`config.mk`:
```
export PLATFORM = sky130hd
export DESIGN_NAME = hwpf_req_arbiter
export DESIGN_NICKNAME = d
export VERILOG_FILES = /design/src/rtl/hwpf_req_arbiter.sv
export SDC_FILE = /design/constraint.sdc
export NUM_CORES = 1
export LEC_CHECK = 0
export BUFFER_PORTS_ARGS = -buffer_cell sky130_fd_sc_hd__buf_2
export CAP_MARGIN = 20
export CORE_ASPECT_RATIO = 0.8
export CORE_MARGIN = 5
export CORE_UTILIZATION = 45
export DETAILED_ROUTE_END_ITERATION = 10
export PLACE_DENSITY = 0.71
export REMOVE_ABC_BUFFERS = 1
export SETUP_SLACK_MARGIN = 0.05
export SLEW_MARGIN = 25
export SYNTH_ARGS = -nofsm -noshare
export SYNTH_HDL_FRONTEND = slang
export SYNTH_SLANG_ARGS = --single-unit
```
`constraint.sdc`:
```
create_clock -name clk_i -period 3.16 [get_ports clk_i]
set_clock_uncertainty 0.05 [all_clocks]
set_input_delay 0.474 -clock clk_i [delete_from_list [all_inputs] [get_ports clk_i]]
set_output_delay 0.474 -clock clk_i [all_outputs]
set_load 0.005 [all_outputs]
```
`src/rtl/hwpf_req_arbiter.sv`:
```
// ---------------------------------------------------------------------------
// hwpf_req_arbiter
//
// Collects prefetch requests from NUM_SRC hardware prefetchers, buffers one
// request per source and issues them one at a time, round-robin, to the
// hpdcache prefetch request port through an output register.
//
// Optional feature (compile-time macro HWPF_ARB_DEDUP_EN):
//   When defined, the line address of the most recently loaded request is
//   remembered and a selected request for that same line is discarded
//   instead of issued (counted in dropped_cnt_o). When undefined, every
//   request is issued and dropped_cnt_o is tied to zero.
//
// Ports:
//   clk_i              clock
//   rst_ni             asynchronous active-low reset
//   flush_i            discard all buffered / pending prefetches
//   lock_i             freeze arbitration (no new output loads)
//   src_valid_i        per-source request valid
//   src_ready_o        per-source ready (slot empty and not flushing)
//   src_req_i          per-source request (packed array of hpdcache_req_t)
//   dcache_req_valid_o request valid to hpdcache
//   dcache_req_ready_i hpdcache accepts request
//   dcache_req_o       request to hpdcache
//   issued_cnt_o       saturating count of handshakes with hpdcache
//   dropped_cnt_o      saturating count of requests discarded by dedup
// ---------------------------------------------------------------------------

package hwpf_req_arbiter_pkg;

    localparam int unsigned HPDCACHE_PA_W = 40;

    typedef struct packed {
        logic [HPDCACHE_PA_W-1:0] addr;
        logic [2:0]               size;
        logic [7:0]               tid;
        logic                     need_rsp;
    } hpdcache_req_t;

endpackage

module hwpf_req_arbiter
    import hwpf_req_arbiter_pkg::*;
#(
    parameter int unsigned NUM_SRC       = 2,
    parameter int unsigned LINE_OFFSET_W = 6,
    parameter int unsigned ADDR_W        = 40,
    parameter int unsigned CNT_W         = 16
) (
    input  logic                         clk_i,
    input  logic                         rst_ni,
    input  logic                         flush_i,
    input  logic                         lock_i,
    input  logic          [NUM_SRC-1:0]  src_valid_i,
    output logic          [NUM_SRC-1:0]  src_ready_o,
    input  hpdcache_req_t [NUM_SRC-1:0]  src_req_i,
    output logic                         dcache_req_valid_o,
    input  logic                         dcache_req_ready_i,
    output hpdcache_req_t                dcache_req_o,
    output logic          [CNT_W-1:0]    issued_cnt_o,
    output logic          [CNT_W-1:0]    dropped_cnt_o
);

    localparam int unsigned PTR_W  = (NUM_SRC > 1) ? $clog2(NUM_SRC) : 1;
    localparam int unsigned IDX_W  = PTR_W + 1;
    localparam int unsigned LINE_W = ADDR_W - LINE_OFFSET_W;

    function automatic logic [CNT_W-1:0] sat_inc(input logic [CNT_W-1:0] v);
        return (&v) ? v : v + 1'b1;
    endfunction

    logic          [NUM_SRC-1:0] slot_valid;
    hpdcache_req_t [NUM_SRC-1:0] slot_req;
    logic                        out_valid;
    hpdcache_req_t               out_req;
    logic          [PTR_W-1:0]   rr_ptr;
    logic          [PTR_W-1:0]   rr_next;
    logic          [CNT_W-1:0]   issued_cnt;
    logic          [CNT_W-1:0]   dropped_cnt;

    logic          [NUM_SRC-1:0] accept;
    logic                        sel_found;
    logic          [PTR_W-1:0]   sel_idx;
    hpdcache_req_t               sel_req;
    logic                        handshake;
    logic                        can_load;
    logic                        drop;
    logic                        do_load;

    // Ready depends only on slot state and flush, never on the downstream
    // ready, so a slot drained this cycle is refillable only next cycle.
    assign src_ready_o = ~slot_valid & {NUM_SRC{~flush_i}};
    assign accept      = src_valid_i & src_ready_o;

    // Round-robin scan: first valid slot starting at rr_ptr, wrapping.
    always_comb begin
        logic [IDX_W-1:0] idx;
        idx       = '0;
        sel_found = 1'b0;
        sel_idx   = '0;
        for (int i = 0; i < NUM_SRC; i++) begin
            idx = {1'b0, rr_ptr} + IDX_W'(i);
            if (idx >= IDX_W'(NUM_SRC)) begin
                idx = idx - IDX_W'(NUM_SRC);
            end
            if (!sel_found && slot_valid[idx[PTR_W-1:0]]) begin
                sel_found = 1'b1;
                sel_idx   = idx[PTR_W-1:0];
            end
        end
    end

    assign sel_req = slot_req[sel_idx];
    assign rr_next = (sel_idx == PTR_W'(NUM_SRC - 1)) ? '0 : sel_idx + 1'b1;

    assign handshake = out_valid & dcache_req_ready_i;
    // A slot is consumed (loaded or discarded) only when the output register
    // is free or frees up this cycle, so a presented request is never lost.
    assign can_load  = ~lock_i & ~flush_i & (~out_valid | dcache_req_ready_i) & sel_found;
    assign do_load   = can_load & ~drop;

`ifdef HWPF_ARB_DEDUP_EN
    logic              last_valid;
    logic [LINE_W-1:0] last_line;

    assign drop = can_load & last_valid &
                  (sel_req.addr[ADDR_W-1:LINE_OFFSET_W] == last_line);

    always_ff @(posedge clk_i or negedge rst_ni) begin
        if (!rst_ni) begin
            last_valid  <= 1'b0;
            dropped_cnt <= '0;
        end else begin
            if (drop) begin
                dropped_cnt <= sat_inc(dropped_cnt);
            end
            if (flush_i) begin
                last_valid <= 1'b0;
            end else if (do_load) begin
                last_valid <= 1'b1;
            end
        end
    end

    always_ff @(posedge clk_i) begin
        if (do_load) begin
            last_line <= sel_req.addr[ADDR_W-1:LINE_OFFSET_W];
        end
    end
`else
    assign drop        = 1'b0;
    assign dropped_cnt = '0;
`endif

    // Control state: slot occupancy, output register, pointer, counters.
    always_ff @(posedge clk_i or negedge rst_ni) begin
        if (!rst_ni) begin
            slot_valid <= '0;
            out_valid  <= 1'b0;
            out_req    <= '0;
            rr_ptr     <= '0;
            issued_cnt <= '0;
        end else begin
            if (handshake) begin
                issued_cnt <= sat_inc(issued_cnt);
            end
            if (flush_i) begin
                slot_valid <= '0;
                out_valid  <= 1'b0;
            end else begin
                for (int i = 0; i < NUM_SRC; i++) begin
                    if (accept[i]) begin
                        slot_valid[i] <= 1'b1;
                    end else if (can_load && (sel_idx == PTR_W'(i))) begin
                        slot_valid[i] <= 1'b0;
                    end
                end
                if (can_load) begin
                    rr_ptr <= rr_next;
                end
                if (do_load) begin
                    out_valid <= 1'b1;
                    out_req   <= sel_req;
                end else if (handshake) begin
                    out_valid <= 1'b0;
                end
            end
        end
    end

    // Slot payload: written on accept only, qualified by slot_valid.
    always_ff @(posedge clk_i) begin
        for (int i = 0; i < NUM_SRC; i++) begin
            if (accept[i]) begin
                slot_req[i] <= src_req_i[i];
            end
        end
    end

    assign dcache_req_valid_o = out_valid;
    assign dcache_req_o       = out_req;
    assign issued_cnt_o       = issued_cnt;
    assign dropped_cnt_o      = dropped_cnt;

endmodule
```
==> metrics.md <==
| Metric | Value |
|---|---|
| Setup WS post-layout | 1.34 ns |
| Nets | 735 |
| Type of element capturing the critical path | register |
| Vias in the first global route | 4366 |
| Core area | 0.0143 mm2 |
| PostCTS Resize Cnt | 0 |
| TritonCTS Buffers | 17 |
| Final setup fails | 0 |
| Wire length per cell | 17.4 um |
| Commonest non-fill, non-tap cells in the layout | buf_2 (180), edfxtp_1 (104), dfrtp_1 (72), nor2_1 (59), a21oi_1 (56) |
| Leak pwr | 3.64 nW |
| Met1 usage | 0.217 |
| GR Layer Usage met3 | 0.0723 |
| Minimum clock period | 1.82 ns |
| Arr. time, crit path | 1.88 ns |
| Layout area overhead | 24.3% |
| Synthesized area | 0.00663 mm2 |
| Max Freq | 0.548 GHz |
| Netlist cell types | 35 |
| Met2 usage | 0.263 |
| Crit path required time | 3.22 ns |
| Htree depth | 4 |
| Largest area contributor in the netlist | edfxtp_1 |
| # port buffers | 181 |
| Vias | 4143 |
| Worst-path maximum fanout | 28 |
| Slew Limit Fails | 0 |
| Syn Area/Cell | 15.1 um2 |
| Worst ir drop on vdd | 0.411 mV |
| Num rows | 39 |
| Worst hold slack | 0.0476 ns |
| Pwr Density | 670 mW/mm2 |
| Most common cell after layout, fill and taps aside | buf_2 |
| Final WL | 14.3 mm |
| CP startpoint kind | register |
| Final Hold Fails | 0 |
| Clock Tree Root | clkbuf_16 |
| Setup CP Type | register to register |
| DIE AREA | 0.0173 mm2 |
| CTS tree | yes |
| First-pass GRT wire length | 22.9 mm |
| Largest cells by area after synthesis | edfxtp_1 (47%), dfrtp_1 (27%), mux2i_1 (7.9%), a21oi_1 (4.2%), nor2_1 (3.3%) |
| Syn Inst Count | 438 |
| GPL Wtd Cong | 0.800 |
| HPWL after detailed placement | 9.55 mm |
| Asr flop ratio synth | 0.409 |
| Placed insts | 788 |
| Worst rel slew slack | 0.516 |
| Share of cells above drive strength 1 | 0.355 |
| Iteration-0 DRC Markers | 173 |
| Antenna viol nets, final | 0 |
| Yosys reg bits | 176 |
| CTS max path bufs | 2 |
| Io pins | 198 |
| GRT Total Usage | 0.168 |
| DRC | 0 |
| Largest net degree at the start of global routing | 73 |
| Post-synth EDFFs | 104 |
| Skew-Pair Late Insertion Delay | 0.42 ns |
| Non-filler instance count after layout | 822 |
| Initial antenna violation count | 2 |
| Hold_buf cts | 0 |
| Sequential area share after synthesis | 0.743 |
| Chip Height | 119 um |
| GRT overflow | 0 |
| Ys Warns | 0 |
| RSZ-0062 raised after global routing | false |
| Clock Pin Slew Worst Setup and Hold Paths | 0.06 ns |
| Max Cap Violations | 0 |
| Initial Util | 0.462 |
| Worst Max-Slew Pin Slew | 0.725 ns |
| Period utilisation layout | 0.577 |
| Vias per inst | 5.04 |
| Clk sinks | 176 |
| Placed inst area | 0.00768 mm2 |
| GR peak layer | met2 |
| First-pass DRT Iterations | 4 |
| Status | finished, final reports clean |
| Synth top area share | 0.471 |
| Dpl ws | 1.11 ns |
| DIE WIDTH | 146 um |
| Postcts setup bufs | 0 |
| Final Util | 0.574 |
| Final instance area | 0.00824 mm2 |
| HP Class | input pin to async pin |
| Prevailing post-synth register cell | edfxtp_1 |
[metrics by stage]
| step | TNS [ns] | power [mW] |
|---|---|---|
| after detailed placement | 0 | 3.64 |
| after global placement | 0 | 3.61 |
| after floorplan | -205.43 | 3.26 |
| final | 0 | 5.53 |
| after CTS | 0 | 5.59 |
| after global routing | 0 | 5.79 |
[per-layer routing]
metal | part of all wire | wire length (um) | up-vias
met3 | 0.095 | 1370 | 7
met1 | 0.43 | 6130 | 2030
li1 | - | - | 1936
met5 | 0.00091 | 13 | -
met2 | 0.47 | 6720 | 168
met4 | 0.0051 | 73 | 2
[Yosys cell counts, types with 2 or more instances]
| cell type | instances |
|---|---|
| buf_2 | 13 |
| a211oi_1 | 2 |
| and3_2 | 2 |
| a31oi_1 | 4 |
| buf_4 | 21 |
| a21oi_1 | 56 |
| and2_1 | 4 |
| and4_1 | 2 |
| xnor2_1 | 6 |
| inv_1 | 3 |
| nor3_1 | 2 |
| mux2i_1 | 52 |
| nand4_1 | 6 |
| dfrtp_1 | 72 |
| nand2_1 | 5 |
| nor2_1 | 59 |
| edfxtp_1 | 104 |
| xor2_1 | 6 |
| nand3_1 | 2 |
| o2111ai_1 | 2 |
[report_power, final]
part	switching [mW]	internal [mW]	leakage [nW]	total, mW
clock network	0.857	1.09	0.256	1.95
registers	0.156	2.71	1.80	2.86
logic	0.369	0.348	1.58	0.717
total	1.38	4.14	3.64	5.53
[cells by family (layout without fill, tap and decap cells)]
family          count (synthesis)  count (layout)  synth area share
compound gates                 68              68            0.0568
xor+xnor                       12              12            0.0159
fa+ha+maj                       1               1           0.00189
buf+inv                        38             221            0.0370
flops                         176             176             0.743
mux                            53              53            0.0808
other cells                     1              18          0.000566
simple gates                   89              89            0.0644
[worst max-delay path: stages (launching register included)]
cell and delay, ns:
dfrtp_1 0.41, nor2_1 0.13, and2_2 0.63, buf_12 0.29
[final timing paths]
kind / start / end / slack (ns) / depth (start not counted)
min in group clk_i: src_req_i[52] / slot_req[52] / 0.18 / 1
min reg2reg: dcache_req_o[32] / dcache_req_o[32] / 0.47 / 2
min: rst_ni / dcache_req_o[27] / 0.05 / 1
max reg2reg: slot_valid[0] / slot_req[44] / 1.34 / 3
max in group asynchronous: rst_ni / dcache_req_o[3] / 2.55 / 1
max: slot_valid[0] / slot_req[44] / 1.34 / 3
[layout make-up]
cell class	instances	area [um2]
Fill cell	1176	6100
Sequential cell	176	4920
Multi-Input combinational cell	239	1540
Timing Repair Buffer	186	987
Clock buffer	20	437
Tap cell	184	230
Clock inverter	12	111
Inverter	3	11.3
Antenna cell	2	5.00
[flip-flops by register name, summed over array words and instances (netlist names)]
name	flops
slot_req	104
dcache_req_o	52
issued_cnt_o	16
slot_valid	2
dcache_req_valid_o	1
rr_ptr	1
Note: power is estimated with default switching activity, not from simulation.
